**config.mk**
```make
export PLATFORM = sky130hd
export DESIGN_NAME = control_unit_gen2
export DESIGN_NICKNAME = d
export VERILOG_FILES = /design/src/rtl/control_unit_gen2.sv
export SDC_FILE = /design/constraint.sdc
export NUM_CORES = 1
export LEC_CHECK = 0
export BUFFER_PORTS_ARGS = -buffer_cell sky130_fd_sc_hd__clkbuf_2
export CAP_MARGIN = 10
export CORE_MARGIN = 8
export CORE_UTILIZATION = 58
export CTS_BUF_LIST = sky130_fd_sc_hd__clkbuf_2 sky130_fd_sc_hd__clkbuf_4 sky130_fd_sc_hd__clkbuf_8
export CTS_CLUSTER_DIAMETER = 150
export CTS_CLUSTER_SIZE = 14
export DETAILED_ROUTE_END_ITERATION = 8
export PLACE_DENSITY_LB_ADDON = 0.15
export SYNTH_ARGS = -nofsm -noshare
export SYNTH_HDL_FRONTEND = slang
export SYNTH_SLANG_ARGS = --single-unit
export TNS_END_PERCENT = 1
```
**constraint.sdc**
```tcl
create_clock -name clk -period 2.6 [get_ports clk]
set_input_delay 0.26 -clock clk [delete_from_list [all_inputs] [get_ports clk]]
set_output_delay 0.26 -clock clk [all_outputs]
set_load 0.03 [all_outputs]
```
**src/rtl/control_unit_gen2.sv**
```systemverilog
// control_unit_gen2: multi-cycle controller for a small register machine.
// Sequences fetch/decode/memory/execute over an external memory and an
// external combinational ALU; holds PC, IR, the register file and N/Z/V flags.
module control_unit_gen2 #(
    parameter int unsigned DW = 8,
    parameter int unsigned AW = 4,
    parameter int unsigned RN = 2
) (
    input  logic          clk,
    input  logic          rst,
    output logic [AW-1:0] mem_addr,
    output logic          mem_rd,
    output logic          mem_wr,
    output logic [DW-1:0] mem_wdata,
    input  logic [DW-1:0] mem_rdata,
    input  logic          mem_ready,
    output logic [DW-1:0] alu_a,
    output logic [DW-1:0] alu_b,
    output logic          alu_sub,
    input  logic [DW-1:0] alu_y,
    input  logic          alu_ovf,
    input  logic          alu_zero,
    input  logic          alu_neg,
    output logic [AW-1:0] pc,
    output logic          halted
);
    localparam int unsigned NR = 2 ** RN;

    localparam logic [3:0] OpHalt    = 4'b0000;
    localparam logic [3:0] OpLoadB   = 4'b0001;
    localparam logic [3:0] OpLoadA   = 4'b0010;
    localparam logic [3:0] OpStoreA  = 4'b0100;
    localparam logic [3:0] OpAdd     = 4'b1000;
    localparam logic [3:0] OpSub     = 4'b1001;
    localparam logic [3:0] OpJump    = 4'b1010;
    localparam logic [3:0] OpJumpNeg = 4'b1011;
    localparam logic [3:0] OpJumpZer = 4'b1100;
    localparam logic [3:0] OpJumpOvf = 4'b1101;

    typedef enum logic [2:0] {
        StFetch,
        StDecode,
        StMem,
        StExec,
        StHalt
    } state_e;

    state_e        state_q, state_d;
    logic [AW-1:0] pc_q, pc_d;
    logic [DW-1:0] ir_q, ir_d;
    logic [DW-1:0] regs_q [NR];
    logic [DW-1:0] regs_d [NR];
    logic [DW-1:0] alu_a_q, alu_a_d;
    logic [DW-1:0] alu_b_q, alu_b_d;
    logic          flag_n_q, flag_n_d;
    logic          flag_z_q, flag_z_d;
    logic          flag_v_q, flag_v_d;

    logic [3:0]    opcode;
    logic [AW-1:0] addr;
    logic [RN-1:0] ra;
    logic [RN-1:0] rb;
    logic          is_load;
    logic          is_store;

    assign opcode   = ir_q[DW-1:DW-4];
    assign addr     = ir_q[AW-1:0];
    assign ra       = ir_q[2*RN-1:RN];
    assign rb       = ir_q[RN-1:0];
    assign is_load  = (opcode == OpLoadA) || (opcode == OpLoadB);
    assign is_store = (opcode == OpStoreA);

    assign pc        = pc_q;
    assign alu_a     = alu_a_q;
    assign alu_b     = alu_b_q;
    assign mem_wdata = regs_q[0];
    assign halted    = (state_q == StHalt);
    assign alu_sub   = (state_q == StExec) && ir_q[DW-4];

    // State register, architectural registers and flags
    always_ff @(posedge clk or negedge rst) begin
        if (!rst) begin
            state_q  <= StFetch;
            pc_q     <= '0;
            ir_q     <= '0;
            alu_a_q  <= '0;
            alu_b_q  <= '0;
            flag_n_q <= 1'b0;
            flag_z_q <= 1'b0;
            flag_v_q <= 1'b0;
            for (int i = 0; i < NR; i++) begin
                regs_q[i] <= '0;
            end
        end else begin
            state_q  <= state_d;
            pc_q     <= pc_d;
            ir_q     <= ir_d;
            alu_a_q  <= alu_a_d;
            alu_b_q  <= alu_b_d;
            flag_n_q <= flag_n_d;
            flag_z_q <= flag_z_d;
            flag_v_q <= flag_v_d;
            for (int i = 0; i < NR; i++) begin
                regs_q[i] <= regs_d[i];
            end
        end
    end

    // Next-state and register-update decode
    always_comb begin
        state_d  = state_q;
        pc_d     = pc_q;
        ir_d     = ir_q;
        alu_a_d  = alu_a_q;
        alu_b_d  = alu_b_q;
        flag_n_d = flag_n_q;
        flag_z_d = flag_z_q;
        flag_v_d = flag_v_q;
        for (int i = 0; i < NR; i++) begin
            regs_d[i] = regs_q[i];
        end

        case (state_q)
            StFetch: begin
                if (mem_ready) begin
                    ir_d    = mem_rdata;
                    pc_d    = pc_q + AW'(1);
                    state_d = StDecode;
                end
            end
            StDecode: begin
                state_d = StFetch;
                case (opcode)
                    OpHalt:    state_d = StHalt;
                    OpJump:    pc_d = addr;
                    OpJumpNeg: if (flag_n_q) pc_d = addr;
                    OpJumpZer: if (flag_z_q) pc_d = addr;
                    OpJumpOvf: if (flag_v_q) pc_d = addr;
                    OpLoadA, OpLoadB, OpStoreA: state_d = StMem;
                    OpAdd, OpSub: begin
                        alu_a_d = regs_q[ra];
                        alu_b_d = regs_q[rb];
                        state_d = StExec;
                    end
                    default: state_d = StFetch;
                endcase
            end
            StMem: begin
                if (mem_ready) begin
                    if (opcode == OpLoadA) regs_d[0] = mem_rdata;
                    if (opcode == OpLoadB) regs_d[1] = mem_rdata;
                    state_d = StFetch;
                end
            end
            StExec: begin
                regs_d[rb] = alu_y;
                flag_n_d   = alu_neg;
                flag_z_d   = alu_zero;
                flag_v_d   = alu_ovf;
                state_d    = StFetch;
            end
            StHalt:  state_d = StHalt;
            default: state_d = StFetch;
        endcase
    end

    // Memory bus decode; strobes are gated by reset so a pending transfer aborts at once
    always_comb begin
        mem_addr = pc_q;
        mem_rd   = 1'b0;
        mem_wr   = 1'b0;
        case (state_q)
            StFetch: mem_rd = 1'b1;
            StMem: begin
                mem_addr = addr;
                mem_rd   = is_load;
                mem_wr   = is_store;
            end
            default: ;
        endcase
        if (!rst) begin
            mem_rd = 1'b0;
            mem_wr = 1'b0;
        end
    end

endmodule

```
# Word-level counts from Yosys, hierarchy flattened
# Index checks and enable logic that the tools add are counted.
# totals
reg_bits,66
inputBits,22
out_inout_bits,36
wordCells,82
# classes
addsub,1
n_lt_le_gt_ge,3
eq_ne,21
mux,28
bitwise,2
n_reduce_logical,15
# ops
op,n
2-to-1 mux 8 bit,7
binary-select mux 8 bit (select 2 bit),2
bitwise mux 32 bit,1
case mux 16 bit (2 select lines),1
equality test 4 bit (second input constant),6
2-to-1 mux 4 bit,5
demux 8 bit (select 2 bit),1
2-to-1 mux 16 bit,1
case mux 4 bit (4 select lines),1
case mux 3 bit (4 select lines),1
inequality test 3 bit (second input constant),3
case mux 3 bit (3 select lines),1
inequality test 2 bit (second input constant),4
case mux 4 bit (2 select lines),1
equality test 3 x 2 -> 1 bit (second input constant),2
greater-or-equal comparator 3 bit (second input constant),2
2-to-1 mux 3 bit,2
inverter 2 -> 3 bit,2
AND reduction 2 bit,3
AND reduction 3 bit,2
AND reduction 6 bit,1
inequality test 5 x 2 -> 1 bit (second input constant),1
adder 4 x 1 -> 4 bit (second input constant),1
equality test 4 x 1 -> 1 bit (second input constant),1
other kinds (14),18

# Logic depth before layout (Yosys ltp)
# logic_depth
depth_word,7
mapped_depth,7
depth_no_buf,4

# Worst setup path after synthesis
# No wires, ideal clock.
# synth_timing
path_type,register -> register
start,register state_q[0]
end,register regs_q[16] in the netlist's numbering
setup_time_ps,128
t_arrival_ps,1721
t_required_ps,2472
setup_slack_ps,751
stages_incl_launch_ff,6
path_cell_list,dfrtp_1 > buf_6 > or4b_4 > o32ai_4 > nand3b_4 > mux2_1
# synth_between
elab_chain_cells,3
word_cells_on_any_way,7
cone_classes,eq/ne (4); mux (1); reduce/logical (2)
# synth_rtl
element,line,source
"start, declared",48,"state_e state_q, state_d;"
"start signal, assigned",83,state_q <= StFetch;
"start signal, assigned",95,state_q <= state_d;
equality test 3 x 2 -> 1 bit,123,case (state_q)
inequality test 2 bit (no source line) / nonzero test 2 bit (equally long branches),--,
AND reduction 3 bit (no source line),--,
"end signal, assigned by index",104,regs_q[i] <= regs_d[i];
"end, declared",51,logic [DW-1:0] regs_q [NR];
# Several ways; a longest one is shown, not always the timed one.
# A chain may end at the register's enable or synchronous reset.

# Worst setup path in the final report
# layout_timing
start,register state_q[0]
end,register alu_a_q[1] (netlist: alu_a[1])
# layout_between
elab_chain_cells,2
# layout_rtl
element,line,source
equality test 3 x 1 -> 1 bit,123,
AND reduction 2 bit (no source line),--,
"end signal, assigned",98,alu_a_q <= alu_a_d;
"end, declared",53,"logic [DW-1:0] alu_a_q, alu_a_d;"
# Every way passes these cells.

==> summary.txt <==
Routing
  – ANT nets after route: 0
  – Via/cell ratio: 6.12
  – Number of DRC violations after detailed-routing iteration 0: 137
  – Final routed wire length divided by cell count: 20.0 um
  – Final routed wirelength across all metal layers: 7790 um
  – First-pass iteration count of the detailed router: 6
  – Vias after detailed routing: ~2400
  – Drc violations: 0

Synthesis
  – Post-synth EDFFs: 0
  – Fraction of synthesized area in multiplexers: 30.0%
  – Adder and majority cell fraction of the synthesized area: less than 1%
  – Total standard cell area after synthesis: around 3500 um2
  – Post-synthesis cell type with the largest combined area: sky130_fd_sc_hd__dfrtp_1
  – Async set-or-reset flop fraction in the synthesized netlist: 100%
  – Number of standard cells after synthesis: 256
  – Share of the synthesized area in compound gates (AO/OA/AOI/OAI): 8.35%
  – Most area-consuming cells after synthesis: sky130_fd_sc_hd__dfrtp_1 (47%), sky130_fd_sc_hd__mux2_2 (17%), sky130_fd_sc_hd__mux4_2 (10%)
  – Mapped Nets: 279
  – Average instance area after synthesis: approximately 14 um2
  – Warnings, synthesis: 0
  – Area fraction of the dominant cell type after synthesis: 47.3%
  – Fraction of the yosys area taken by sequential cells: 47.3%
  – Simple logic cell fraction of the synthesized area: 8.86%
  – Number of different library cells in the post-synthesis netlist: 47
  – Main combinational cell family by area after synthesis: multiplexers
  – Register bit total from synthesis: 66
  – Post-Synth XOR/XNOR Area: less than 1%
  – Top flip-flop cell by instance count after synthesis: sky130_fd_sc_hd__dfrtp_1

STA
  – Number of max-slew violations in the final report: 0
  – Worst clock skew: 7.48 ps
  – Worst Max-Slew Pin Slew: 1090 ps
  – Timing-limited maximum frequency: 450 MHz
  – Share of the clock period used by the worst path: 85.4%
  – Number of hold violations in the final report: 0
  – Setup repair after global routing missed its margin: no
  – Worst slew margin relative to its limit: between 20% and 30%
  – Time the final worst path needs with I/O delays and setup: 2220 ps
  – Final setup violation count: 0
  – Setup TNS: 0 ps

Global routing
  – Pin count of the biggest net entering global routing: 62
  – Number of global-route vias before repair: 2498
  – Total global-route track usage: 18.9%
  – Wire length of the first global-routing pass: 12900 um
  – Global route total overflow: 0
  – Antenna violations before repair: 0

Finish
  – Post-synthesis to final-layout area growth: 14.7%
  – Most used cells in the layout excluding fill and tap cells: sky130_fd_sc_hd__dfrtp_1 (66), sky130_fd_sc_hd__clkbuf_2 (56), sky130_fd_sc_hd__mux2_2 (52), sky130_fd_sc_hd__a22o_1 (16), sky130_fd_sc_hd__mux4_2 (16)
  – Final-stage net count: 334
  – Most common cell after layout, fill and taps aside: sky130_fd_sc_hd__dfrtp_1
  – Share of post-route cells with drive strength above 1: 50.6%
  – Number of inserted diodes: 0

Floorplanning
  – Count of boundary I/O pins: between 50 and 60
  – Vertical die dimension: 93.6 um
  – Std cell rows: 28
  – Placeable core region: 5890 um2
  – Die outline area: 8750 um2
  – DIE WIDTH: 93.6 um
  – Effective utilization at floorplan: 59.3%

Placed design
  – Final HPWL DP: 5540 um
  – Total of buffers placed on input and output ports: 57
  – Routability-driven placement congestion ratio: 0.880

Setup path
  – R2R Path End: alu_a[1]
  – Startpoint of the most critical setup path: state_q[0]
  – Data arrival time of the critical path: approximately 2400 ps
  – Critical register-to-register path startpoint: state_q[0]
  – Required time of the critical path: 2810 ps
  – Type of element launching the critical path: register
  – Type of element capturing the critical path: register
  – Setup CP Type: reg2reg
  – Capture point of the critical path: alu_a[1]
  – Setup slack, reg-to-reg: 380 ps
  – Slowest cell delay on critical path: ~670 ps
  – Worst-path fanout max: 17
  – Slowest cell on the critical path: sky130_fd_sc_hd__or3_1
  – CP Cell Sequence: and2b_1, nand3_2, or3_1, mux2_2
  – R2r worst-path depth: 4

Clocking
  – CTS Root Cell: sky130_fd_sc_hd__clkbuf_8
  – Clock edge transition at the registers on the reported setup and hold paths: 70 ps
  – H-tree depth: 3
  – Number of resized instances in the post-cts repair step: 0
  – TritonCTS clock tree: done
  – Post-CTS setup-driven buffer insertion count: 0
  – Number of buffers on the longest clock path: 2
  – Total CTS buffers: 9
  – Clock latency of the later-clocked register in the worst-skew pair: 330 ps
  – Num Clock Sinks: 66

Min path
  – Kind of path behind the tightest hold check: in2reg

Power
  – Highest ir drop seen on vdd: 0.833 mV
  – Power per cell area: 1370 nW/um2
  – Design Power: 5.50 mW
  – Leakage: between 1.5 and 2 nW

Status
  – Status: finished, final reports clean

Run
  – Max-capacitance violation count: 0
-- how the worst min path moves through the flow --
| stage | from | cells after the start | endpoint |
|---|---|---|---|
| 3_3_place_gp | rst | 1 | state_q[2] |
| 4_1_cts | alu_zero | 2 | flag_z_q |
| 2_1_floorplan | rst | 0 | alu_a[0] |
| 3_5_place_dp | rst | 1 | state_q[2] |
| 6_report | alu_zero | 2 | flag_z_q |
| 5_1_grt | alu_zero | 2 | flag_z_q |
-- cell type report --
class	count	area, um2
Timing Repair Buffer	69	378
Sequential cell	66	1650
Multi-Input combinational cell	160	1670
Inverter	5	18.8
Fill cell	453	1880
Clock inverter	3	40.0
Clock buffer	11	151
Tap cell	75	93.8
-- cell usage after synthesis (5+ instances only) --
library cell / instances
sky130_fd_sc_hd__dfrtp_1: 66
sky130_fd_sc_hd__clkbuf_1: 6
sky130_fd_sc_hd__a22o_1: 16
sky130_fd_sc_hd__buf_4: 9
sky130_fd_sc_hd__inv_1: 5
sky130_fd_sc_hd__mux2_2: 52
sky130_fd_sc_hd__mux4_2: 16
sky130_fd_sc_hd__nand2_1: 5
sky130_fd_sc_hd__buf_2: 7
sky130_fd_sc_hd__nor3_1: 6
sky130_fd_sc_hd__mux2_1: 8
sky130_fd_sc_hd__o21ai_0: 5
sky130_fd_sc_hd__nor2_1: 7
-- metrics by stage --
step | worst slack, ps | utilization, % | area [um2] | hold WS [ps] | cells
floorplan | 751 | - | 3490 | -35.6 | 256
global placement | 390 | 64.6 | 3800 | 120 | 374
detailed placement | 379 | 64.6 | 3800 | 121 | 374
CTS | 373 | 68.0 | 4000 | 150 | 389
global route | 221 | 68.0 | 4000 | 158 | 389
finish | 380 | 68.0 | 4000 | 164 | 389
-- per-layer routing --
layer | up-vias | GRT usage [%] | part of all wire [%]
li1 | 1074 | - | -
met1 | 1211 | 23.5 | 43
met5 | - | 0 | 0
met2 | 80 | 30.9 | 49
met3 | 16 | 4.65 | 6.5
met4 | 0 | 7.13 | 1.4
-- critical path, delay by kind of cell (launching register included) --
family / cells / cell delay (ps)
and+or+nand+nor: 3 / 1040
DFF: 1 / 650
muxes: 1 / 410
-- flip-flops by register name (all words and copies together) (netlist names) --
signal     cells
flag_v_q       1
pc             4
alu_b          8
flag_n_q       1
flag_z_q       1
regs_q        24
state_q        3
mem_wdata      8
alu_a          8
ir_q           8
-- cells by family after synthesis --
family / Yosys count
AO/OA/AOI/OAI: 36
XOR/XNOR: 1
adder cells (fa/ha/maj): 1
buffers and inverters: 30
flip-flops: 66
multiplexers: 77
AND/OR/NAND/NOR: 45
-- timing repair --
action	CTS	global route
endpoints found under the hold margin	5	0
hold buffers	1	0
setup endpoints to repair	0	0
-- power by group --
| group | switching, mW | internal (mW) | total [mW] |
|---|---|---|---|
| logic | 1.27 | 1.26 | 2.53 |
| clock network | 0.367 | 0.482 | 0.848 |
| registers | 0.598 | 1.52 | 2.12 |
| total | 2.24 | 3.26 | 5.50 |
Note: power is estimated with default switching activity, not from simulation.
